## config.mk

```make
export PLATFORM = sky130hd
export DESIGN_NAME = ippcsge_pcstx_oset
export DESIGN_NICKNAME = d
export VERILOG_FILES = /design/src/rtl/ippcsge_pcstx_oset.sv
export SDC_FILE = /design/constraint.sdc
export NUM_CORES = 1
export LEC_CHECK = 0
export ABC_CLOCK_PERIOD_IN_PS = 1700
export CAP_MARGIN = 20
export CORE_ASPECT_RATIO = 1.2
export CORE_UTILIZATION = 45
export DETAILED_ROUTE_END_ITERATION = 16
export PLACE_DENSITY = 0.74
export RECOVER_POWER = 100
export SLEW_MARGIN = 40
export SYNTH_ARGS = -nofsm -noshare
export SYNTH_HDL_FRONTEND = slang
export SYNTH_SLANG_ARGS = --single-unit
```

## constraint.sdc

```tcl
create_clock -name txclk -period 1.7 [get_ports txclk]
set_input_delay 0.255 -clock txclk [delete_from_list [all_inputs] [get_ports txclk]]
set_output_delay 0.255 -clock txclk [all_outputs]
set_load 0.1 [all_outputs]
```

## src/rtl/ippcsge_pcstx_oset.sv

```systemverilog
// 1000BASE-X PCS transmit ordered-set generator: GMII + autoneg xmit/config in, 9-bit {k,octet}
// code-groups out, with K28.5 always kept on an even slot.
module ippcsge_pcstx_oset #(
   parameter bit EXT_EN = 1'b1
) (
   input  logic        txclk,
   input  logic        rst_,
   input  logic [7:0]  txdi,
   input  logic        txen,
   input  logic        txer,
   input  logic [1:0]  xmit,
   input  logic [15:0] tx_cfdata,
   input  logic        rdisp,
   output logic [8:0]  txdo,
   output logic        tx_even,
   output logic        transmitting,
   output logic        tx_sop,
   output logic        tx_eop
);

   localparam logic [8:0] CodeK285 = 9'h1BC;
   localparam logic [8:0] CodeS    = 9'h1FB;
   localparam logic [8:0] CodeT    = 9'h1FD;
   localparam logic [8:0] CodeR    = 9'h1F7;
   localparam logic [8:0] CodeV    = 9'h1FE;
   localparam logic [8:0] CodeI1   = 9'h0C5;
   localparam logic [8:0] CodeI2   = 9'h050;
   localparam logic [8:0] CodeC1   = 9'h0B5;
   localparam logic [8:0] CodeC2   = 9'h042;

   typedef enum logic [3:0] {
      StIdleK, StIdleD, StCfgK, StCfgD, StCfgLo, StCfgHi,
      StSop, StPkt, StEopT, StExtR, StEpdR, StEpdR2
   } state_e;

   state_e      state_q, state_d;
   logic [7:0]  txdi_q;
   logic        txen_q, txer_q;
   logic [15:0] cfg_q, cfg_d;
   logic        cfg_c2_q, cfg_c2_d;
   logic [8:0]  txdo_q, code_d;
   logic        tx_even_q, transmitting_q, tx_sop_q, tx_eop_q;
   logic        tr_d, sop_d, eop_d;
   logic        xmit_data, xmit_cfg, slot_even;

   assign xmit_data = (xmit == 2'd2);
   assign xmit_cfg  = (xmit == 2'd1);
   // Parity of the slot currently being computed (registered on the next edge).
   assign slot_even = ~tx_even_q;

   // Frame boundaries look ahead at raw txen so /S/ and /T/ line up with the delayed octets.
   always_comb begin
      state_d  = state_q;
      code_d   = CodeK285;
      tr_d     = 1'b0;
      sop_d    = 1'b0;
      eop_d    = 1'b0;
      cfg_d    = cfg_q;
      cfg_c2_d = cfg_c2_q;
      unique case (state_q)
         StIdleK: begin
            cfg_c2_d = 1'b0;
            state_d  = StIdleD;
         end
         StIdleD: begin
            code_d   = rdisp ? CodeI1 : CodeI2;
            cfg_c2_d = 1'b0;
            if (xmit_data && (txen || txen_q)) state_d = StSop;
            else if (xmit_cfg)                 state_d = StCfgK;
            else                               state_d = StIdleK;
         end
         StCfgK: begin
            cfg_d   = tx_cfdata;
            state_d = StCfgD;
         end
         StCfgD: begin
            code_d  = cfg_c2_q ? CodeC2 : CodeC1;
            state_d = StCfgLo;
         end
         StCfgLo: begin
            code_d  = {1'b0, cfg_q[7:0]};
            state_d = StCfgHi;
         end
         StCfgHi: begin
            code_d   = {1'b0, cfg_q[15:8]};
            cfg_c2_d = ~cfg_c2_q;
            state_d  = xmit_cfg ? StCfgK : StIdleK;
         end
         StSop, StPkt: begin
            if (!xmit_data) begin
               code_d  = CodeV;
               state_d = StEpdR;
            end else begin
               if (state_q == StSop) begin
                  code_d = CodeS;
                  sop_d  = 1'b1;
               end else begin
                  code_d = txer_q ? CodeV : {1'b0, txdi_q};
               end
               tr_d    = 1'b1;
               state_d = txen ? StPkt : StEopT;
            end
         end
         StEopT: begin
            code_d  = CodeT;
            tr_d    = 1'b1;
            eop_d   = 1'b1;
            state_d = (EXT_EN && txer && !txen) ? StExtR : StEpdR;
         end
         StExtR: begin
            code_d  = CodeR;
            state_d = (txer && !txen) ? StExtR : StEpdR;
         end
         StEpdR: begin
            code_d   = CodeR;
            cfg_c2_d = 1'b0;
            if (slot_even)     state_d = StEpdR2;
            else if (xmit_cfg) state_d = StCfgK;
            else               state_d = StIdleK;
         end
         StEpdR2: begin
            code_d   = CodeR;
            cfg_c2_d = 1'b0;
            state_d  = xmit_cfg ? StCfgK : StIdleK;
         end
         default: state_d = StIdleK;
      endcase
   end

   always_ff @(posedge txclk or negedge rst_) begin
      if (!rst_) begin
         state_q        <= StIdleK;
         txdi_q         <= 8'h00;
         txen_q         <= 1'b0;
         txer_q         <= 1'b0;
         cfg_q          <= 16'h0000;
         cfg_c2_q       <= 1'b0;
         txdo_q         <= 9'h000;
         tx_even_q      <= 1'b0;
         transmitting_q <= 1'b0;
         tx_sop_q       <= 1'b0;
         tx_eop_q       <= 1'b0;
      end else begin
         state_q        <= state_d;
         txdi_q         <= txdi;
         txen_q         <= txen;
         txer_q         <= txer;
         cfg_q          <= cfg_d;
         cfg_c2_q       <= cfg_c2_d;
         txdo_q         <= code_d;
         tx_even_q      <= ~tx_even_q;
         transmitting_q <= tr_d;
         tx_sop_q       <= sop_d;
         tx_eop_q       <= eop_d;
      end
   end

   assign txdo         = txdo_q;
   assign tx_even      = tx_even_q;
   assign transmitting = transmitting_q;
   assign tx_sop       = tx_sop_q;
   assign tx_eop       = tx_eop_q;

endmodule
```

# Word level (Yosys, flattened, before mapping)
# Cells that the tools add are included.
# Widths: inputs -> output; s select.
[totals] latchBits=0 rom_bits=0 input_bits=31 out_inout_bits=13 mem_count=0 regBits=44 ram_bits=0
[classes] reduce_logical=11 bitwise_logic=2 eq_ne=13 shift=0 div=0 n_mux=20 add_sub_neg=0 mul=0 order_cmp=0
[op_table] op="$pmux 9 s7" count=1
[op_table] op="$pmux 4 s9" count=1
[op_table] op="$mux 9" count=3
[op_table] op="$eq 4x3->1 const B" count=4
[op_table] op="$eq 4x4->1 const B" count=4
[op_table] op="$mux 8" count=2
[op_table] op="$mux 4" count=3
[op_table] op="$eq 4x2->1 const B" count=2
[op_table] op="$reduce_or 2->1" count=3
[op_table] op="$mux 1" count=5
[op_table] op="$eq 4x1->1 const B" count=1
[op_table] op="$logic_not 4->1" count=1
[op_table] op="$mux 2" count=2
[op_table] op="$pmux 1 s2" count=2
[op_table] op="$reduce_or 4->1" count=1
[op_table] op="$mux 3" count=1
[op_table] op="$reduce_or 3->1" count=1
[op_table] op="$eq 2x1->1 const B" count=1
[op_table] op="$eq 2x2->1 const B" count=1
[op_table] op="$logic_and 1x1->1" count=2
[op_table] op="$not 1->1" count=2
[op_table] op="$reduce_bool 2->1" count=1
[op_table] op="$logic_not 1->1" count=1
[op_table] op="$logic_or 1x1->1" count=1

# Longest topological paths before layout
# Gate-level depths: netlist (run 1).
[depth] ltp_word=4 ltp_mapped=6 ltp_nobuf=4

# Least setup slack after synthesis (run 1)
# OpenSTA, ideal clock, no wires.
[synth_timing] path_type="register to register" startpoint="register state_q[3]" endpoint="register cfg_q[10]" t_arrival_ns=1.470 slack_ns=0.105 n_path_buf=2 stages_incl_launch_ff=5 cell_sequence="dfrtp_1 > buf_2 > nor4_4 > buf_4 > mux2_2"
[synth_between] elab_chain_len=1
[synth_rtl] element="start: declaration" line_no="36" text="state_e state_q, state_d;"
[synth_rtl] element="start signal: assignment" line_no="132" text="state_q <= StIdleK;"
[synth_rtl] element="start signal: assignment" line_no="144" text="state_q <= state_d;"
[synth_rtl] element="$eq 4x2->1" line_no="60" text="unique case (state_q)"
[synth_rtl] element="end signal: assignment" line_no="148" text="cfg_q <= cfg_d;"
[synth_rtl] element="end: declaration" line_no="39" text="logic [15:0] cfg_q, cfg_d;"
# Every way passes these cells.
# A chain may end at the register's enable or synchronous reset.

# Final worst setup path (run 1)
[layout_timing] startpoint="register state_q[3]" endpoint="register cfg_q[11]"
# The elaborated chain is that of the path after synthesis.

==> impl_metrics.env, run 1 <==
export IMPL_cts_buffers=5
export IMPL_cts_max_level=2
export IMPL_r2r_slack_ns=0.09
export IMPL_outcome="complete, no violations"
export IMPL_cp_slowest_cell="dfrtp_1"
export IMPL_clockBufferDepth=2
export IMPL_routed_via_density=5.615
export IMPL_area_growth_pct=30.83
export IMPL_rsz0062_at_grt="no"
export IMPL_period_needed_ns=1.606
export IMPL_synthDistinctLibCells=40
export IMPL_hpwlAfterDp_mm=3.484
export IMPL_drive_above_1_share_pct=25.76
export IMPL_grt_pass1_vias=1682
export IMPL_ys_seq_area_share_pct=56.41
export IMPL_p_leak_nw=1.120
export IMPL_die_x_um=62.12
export IMPL_drv_cap=0
export IMPL_worst_pin_slew_ns=1.054
export IMPL_stdcell_area_mm2=0.002554
export IMPL_die_area_mm2=0.004606
export IMPL_rr_startpoint="state_q[3]$_DFF_PN0_"
export IMPL_max_stage_delay_ns=0.47
export IMPL_start_util_pct=48.37
export IMPL_numPortBuffers=43
export IMPL_skew_ns=0.01223
export IMPL_avgSynthCellArea_um2=11.41
export IMPL_cp_startpoint="state_q[3]$_DFF_PN0_"
export IMPL_grtUsageTotal_pct=22.65
export IMPL_critical_path_class="reg -> reg"
export IMPL_core_mm2=0.004035
export IMPL_syn_nets=202
export IMPL_fmax_ghz=0.6227
export IMPL_nets=259
export IMPL_clock_sinks=44
export IMPL_cp_max_fo=6
export IMPL_post_place_cells=274
export IMPL_required_ns=1.87
export IMPL_cts_clk_slew_worst_paths_ns=0.08
export IMPL_fin_cells=283
export IMPL_finalCritPeriodShare_pct=94.46
export IMPL_vias=1589
export IMPL_hold_violations=0
export IMPL_synth_edf_count=0
export IMPL_die_h_um=74.15
export IMPL_wl_mm=4.536
export IMPL_grt_max_degree=28
export IMPL_wl_per_cell_um=16.03
export IMPL_cp_arrival_ns=1.78
export IMPL_relSlewSlack_pct=29.74
export IMPL_setup_tns_ns=0
export IMPL_pre_cts_ws_ns=-0.1249
export IMPL_insertion_delay_ns=0.30
export IMPL_p_per_area_mw_per_mm2=1943
export IMPL_cts_root_buf="clkbuf_8"
export IMPL_power_mw=4.962
export IMPL_maxSlewViolCount=0
export IMPL_ys_async_sr_fraction_pct=100.0
export IMPL_tritoncts="done"
export IMPL_ctsResizeCount=0
export IMPL_start_kind="flip-flop"
export IMPL_ys_warn_count=0
export IMPL_cp_end_kind="flip-flop"
export IMPL_timing_final_ws_setup_ns=0.09414
export IMPL_antenna_found_initial=0
export IMPL_hold_start="tx_even$_DFF_PN0_"
export IMPL_synthFlopType="dfrtp_1"
export IMPL_rows=25
export IMPL_first_pass_iters=4
export IMPL_antennaDiodeCount=0
export IMPL_antenna_left=0
export IMPL_synth_area_mm2=0.001952
export IMPL_placed_cell_area_mm2=0.002670
export IMPL_syn_inst=171
export IMPL_grt_overflow_total=0
export IMPL_gp_congestion=0.9419
export IMPL_yosys_register_bits=44
export IMPL_drt_iter0_markers=85
export IMPL_path_cells="nor4_2, clkbuf_1, mux2_2"
export IMPL_setup_violations=0
export IMPL_io_pins=44
export IMPL_ir_drop_mv=1.060
export IMPL_min_path_type="reg -> reg"
export IMPL_grt_pass1_wl_mm=7.948
export IMPL_remaining_drc_errors=0
==> path summary, 6_finish.rpt <==
path	to	depth (start not counted)
setup / recovery	cfg_q[11]$_DFFE_PN0P_	3
min in group asynchronous	state_q[1]$_DFF_PN0_	2
max in group asynchronous	cfg_q[12]$_DFFE_PN0P_	3
setup reg to reg	cfg_q[11]$_DFFE_PN0P_	3
hold reg to reg	tx_even$_DFF_PN0_	1
hold / removal	tx_even$_DFF_PN0_	1
==> report_power, final <==
part	internal [mW]	total, mW	switching (mW)
clock network	0.324	0.666	0.341
logic	0.915	2.66	1.75
registers	1.43	1.63	0.202
==> worst max-delay path: cells and delay by family, from the launching register on <==
kind | cells | cell delay (ns)
DFF | 1 | 0.47
and+or+nand+nor | 1 | 0.42
muxes | 1 | 0.36
buffers and inverters | 1 | 0.23
==> metal layers <==
layer	up-vias	wire length (um)	track usage [%]
li1	728	-	-
met1	787	1814	27.10
met2	61	2316	39.44
met3	13	273	4.755
met4	0	132	11.37
met5	-	0	0
==> final cells by class <==
class | instances | area, um^2
clock buffers | 6 | 82.58
clock inverters | 2 | 10.01
fillers | 317 | 1481
inverters | 5 | 18.77
multi-input cells | 112 | 768.2
flip-flops and latches | 44 | 1101
well taps | 54 | 67.56
repair buffers | 60 | 505.5
==> Yosys cell counts, types with 2 or more instances <==
cell type | count | area share [%]
nand2_1 | 10 | 1.9
inv_2 | 2 | 0.38
a31oi_1 | 2 | 0.64
o211ai_1 | 4 | 1.5
clkbuf_1 | 3 | 0.58
nor2_1 | 10 | 1.9
dfrtp_1 | 44 | 56
a21oi_1 | 10 | 2.6
mux2_2 | 17 | 9.8
nor4_1 | 2 | 0.64
or2_2 | 2 | 0.64
nor2b_1 | 6 | 1.9
nand2b_1 | 5 | 1.6
nor3_1 | 5 | 1.3
nand3_1 | 6 | 1.5
buf_4 | 2 | 0.77
mux2i_1 | 5 | 2.6
buf_2 | 4 | 1.0
o21ai_0 | 9 | 2.3
inv_1 | 3 | 0.58
==> stage by stage <==
| step | utilization (%) | hold WS [ns] |
|---|---|---|
| global route | 63.29 | 0.5066 |
| floorplan | - | -0.04059 |
| detailed placement | 66.17 | 0.2210 |
| CTS | 68.71 | 0.3837 |
| finish | 63.29 | 0.4847 |
| global placement | 66.17 | 0.2081 |
==> state kept, by name (all words and copies together) (netlist names) <==
| signal | count |
|---|---|
| cfg_q | 16 |
| tx_sop | 1 |
| txdi_q | 8 |
| txdo | 9 |
| cfg_c2_q | 1 |
| tx_eop | 1 |
| state_q | 4 |
| transmitting | 1 |
| txer_q | 1 |
| tx_even | 1 |
| txen_q | 1 |
==> cells in the final DEF, fill, tap and decap left out, types with 9 or more instances in the layout <==
cell and instances:
a21oi_1 10, buf_4 11, clkbuf_2 14, clkdlybuf4s50_1 19, dfrtp_1 44, dlygate4sd3_1 11, mux2_2 17, nand2_1 10
nor2_1 10, o21ai_0 9
==> timing repair <==
item / CTS / global route
endpoints found under the hold margin: 17 / 0
hold buffers: 1 / 0
buffers inserted: 0 / 0
==> logic make-up (layout without fill, tap and decap cells) <==
family	count (synthesis)	in the layout	synth area share, %
AOI/OAI and AO/OA	39	39	13.33
DFF	44	44	56.41
and+or+nand+nor	51	51	14.36
buffers and inverters	15	73	3.525
muxes	22	22	12.37
No activity file was read; power rests on OpenSTA's default activity.
==> run 2: changes to the inputs <==
--- a/config.mk
+++ b/config.mk
@@ -12,2 +12,3 @@
 export DETAILED_ROUTE_END_ITERATION = 16
+export MAX_ROUTING_LAYER = met4
 export PLACE_DENSITY = 0.74
--- a/constraint.sdc
+++ b/constraint.sdc
@@ -3,2 +3,2 @@
 set_output_delay 0.255 -clock txclk [all_outputs]
-set_load 0.1 [all_outputs]
+set_load 0.05 [all_outputs]
==> run 2 against run 1 <==
Net effect:
- sequential share of layout area shrank 0.56 points
- first-iteration DRC count rose by 26%
- worst hold slack lost 0.019 ns
- utilization increased by 0.84 points
- critical endpoint is now txdo[4]$_DFF_PN0_
- largest power group unchanged
- combinational power fell by 17%
==> impl_metrics.env, run 2 (synthesis gave the netlist of run 1 again) <==
export IMPL_rr_endpoint="cfg_q[11]$_DFFE_PN0P_"
export IMPL_die_x_um=62.12
export IMPL_fin_cells=283
export IMPL_die_h_um=74.15
export IMPL_nets=259
export IMPL_rr_worst_depth=4
export IMPL_setup_violations=0
export IMPL_cts_root_buf="clkbuf_8"
export IMPL_drv_cap=0
export IMPL_antennaDiodeCount=0
export IMPL_insertion_delay_ns=0.30
export IMPL_drt_iter0_markers=107
export IMPL_cp_end_kind="flip-flop"
export IMPL_ir_drop_mv=0.9822
export IMPL_required_ns=1.87
export IMPL_cts_buffers=5
export IMPL_p_leak_nw=1.104
export IMPL_start_kind="input port"
export IMPL_final_cell_mix="dfrtp_1 (44), clkdlybuf4s50_1 (18), mux2_2 (17)"
export IMPL_die_area_mm2=0.004606
export IMPL_cts_clk_slew_worst_paths_ns=0.08
export IMPL_hold_violations=0
export IMPL_skew_ns=0.004875
export IMPL_hpwlAfterDp_mm=3.297
export IMPL_io_pins=44
export IMPL_numPortBuffers=43
export IMPL_power_switching_mw=1.888
export IMPL_seq_area_mm2=0.001101
export IMPL_r2r_slack_ns=0.15
export IMPL_start_util_pct=48.37
export IMPL_period_needed_ns=1.618
export IMPL_wl_mm=4.425
export IMPL_grt_max_degree=31
export IMPL_grt_overflow_total=0
export IMPL_finalHoldWorstSlack_ns=0.4660
export IMPL_outcome="complete, no violations"
export IMPL_num_fill_cells=350
export IMPL_path_cells="dlygate4sd3_1, nand2b_1, or3_4, a311oi_2, o211ai_1"
export IMPL_grt_pass1_wl_mm=7.348
export IMPL_critical_path_class="in -> reg"
export IMPL_largest_reg_flops=16
export IMPL_worst_pin_slew_ns=1.082
export IMPL_p_per_area_mw_per_mm2=1906
export IMPL_drive_above_1_share_pct=20.52
export IMPL_p_sw_share_pct=38.28
export IMPL_relSlewSlack_pct=27.87
export IMPL_postCtsSetupRepairBufs=0
export IMPL_wl_per_cell_um=15.64
export IMPL_placed_cell_area_mm2=0.002507
export IMPL_maxSlewViolCount=0
export IMPL_first_pass_iters=4
export IMPL_gp_congestion=0.8481
export IMPL_cp_startpoint="xmit[0]"
export IMPL_regMostFlops="cfg_q"
export IMPL_vias=1543
export IMPL_tritoncts="done"
export IMPL_endpoint="txdo[4]$_DFF_PN0_"
export IMPL_remaining_drc_errors=0
export IMPL_finalCritPeriodShare_pct=95.19
export IMPL_power_frac_comb_pct=44.7
export IMPL_fmax_ghz=0.6180
export IMPL_rr_startpoint="state_q[0]$_DFF_PN0_"
export IMPL_core_mm2=0.004035
export IMPL_cts_max_level=2
export IMPL_final_common_cell="dfrtp_1"
export IMPL_rows=25
export IMPL_cp_arrival_ns=1.79
export IMPL_antenna_left=0
export IMPL_cp_slowest_cell="dlygate4sd3_1"
export IMPL_fin_util_pct=64.12
export IMPL_min_path_type="reg -> reg"
export IMPL_pwr_share_seq_pct=33.2
export IMPL_grtUsageTotal_pct=22.13
export IMPL_rsz0062_at_grt="no"
export IMPL_clockBufferDepth=2
export IMPL_multi_input_area_um2=773.2
export IMPL_clockPowerShare_pct=22.1
export IMPL_cp_max_fo=4
export IMPL_area_growth_pct=32.56
export IMPL_clock_sinks=44
export IMPL_stdcell_area_mm2=0.002587
export IMPL_p_int_mw=3.044
export IMPL_post_place_cells=274
export IMPL_routed_via_density=5.452
export IMPL_antenna_found_initial=0
export IMPL_grt_pass1_vias=1581
export IMPL_max_stage_delay_ns=0.55
[run 2: cell count changes in the layout (fill, tap and decap cells not counted), sizes merged]
cell / before / now
buf: 14 / 12
bufinv: 0 / 3
clkbuf: 22 / 23
clkdlybuf4s50: 19 / 18
clkinv: 2 / 0
dlygate4sd3: 11 / 12
[run 2: worst max-delay path: cells and delay by family]
kind            cells  cell delay (ns)
buf+inv             1             0.55
simple gates        2             0.55
compound gates      2             0.43
[run 2: what timing repair did]
action | in CTS | in global routing
endpoints found under the hold margin | 19 | 0
resized for setup | 0 | 0
hold buffers | 1 | 0
endpoints found under the setup margin | 0 | 0
[run 2: worst min-delay path by stage]
stage	start	end	slack, ns	depth (start not counted)
after detailed placement	rst_	tx_even$_DFF_PN0_	0.24	1
after CTS	txdi[0]	txdi_q[0]$_DFF_PN0_	0.38	1
after floorplan	rst_	cfg_c2_q$_DFFE_PN0P_	-0.04	0
final	tx_even$_DFF_PN0_	tx_even$_DFF_PN0_	0.47	1
after global placement	rst_	state_q[0]$_DFF_PN0_	0.22	1
after global routing	txdi[3]	txdi_q[3]$_DFF_PN0_	0.50	1
[run 2: metrics by stage]
stage	setup WS [ns]	total power, mW	TNS, ns
final	0.08184	4.932	0
after detailed placement	-0.08518	4.010	-0.1815
after global placement	-0.05937	3.972	-0.09592
after CTS	0.1961	5.119	0
after floorplan	0.1054	3.255	0
after global routing	0.02336	5.233	0
[run 2: power groups by stage]
stage / registers (mW) / logic, mW / clock network, mW
after detailed placement: 1.68 / 2.33 / 0
after floorplan: 1.98 / 1.27 / 0
after CTS: 1.66 / 2.35 / 1.11
after global routing: 1.69 / 2.39 / 1.15
final: 1.64 / 2.21 / 1.09
after global placement: 1.66 / 2.31 / 0
[run 2: final cells by class]
type	count	share of cell area (%)
inverters	5	0.7253
clock inverters	3	3.482
multi-input cells	112	29.88
repair buffers	60	18.09
flip-flops and latches	44	42.55
well taps	54	2.611
clock buffers	5	2.660
[run 2: routing by layer]
layer / part of all wire [%] / wire length [um] / vias to the layer above / GRT usage [%]
li1: - / - / 724 / -
met1: 44 / 1940 / 757 / 25.42
met2: 50 / 2208 / 54 / 37.12
met3: 4.1 / 180 / 8 / 4.294
met4: 2.1 / 95 / 0 / 11.89
met5: 0 / 0 / - / -
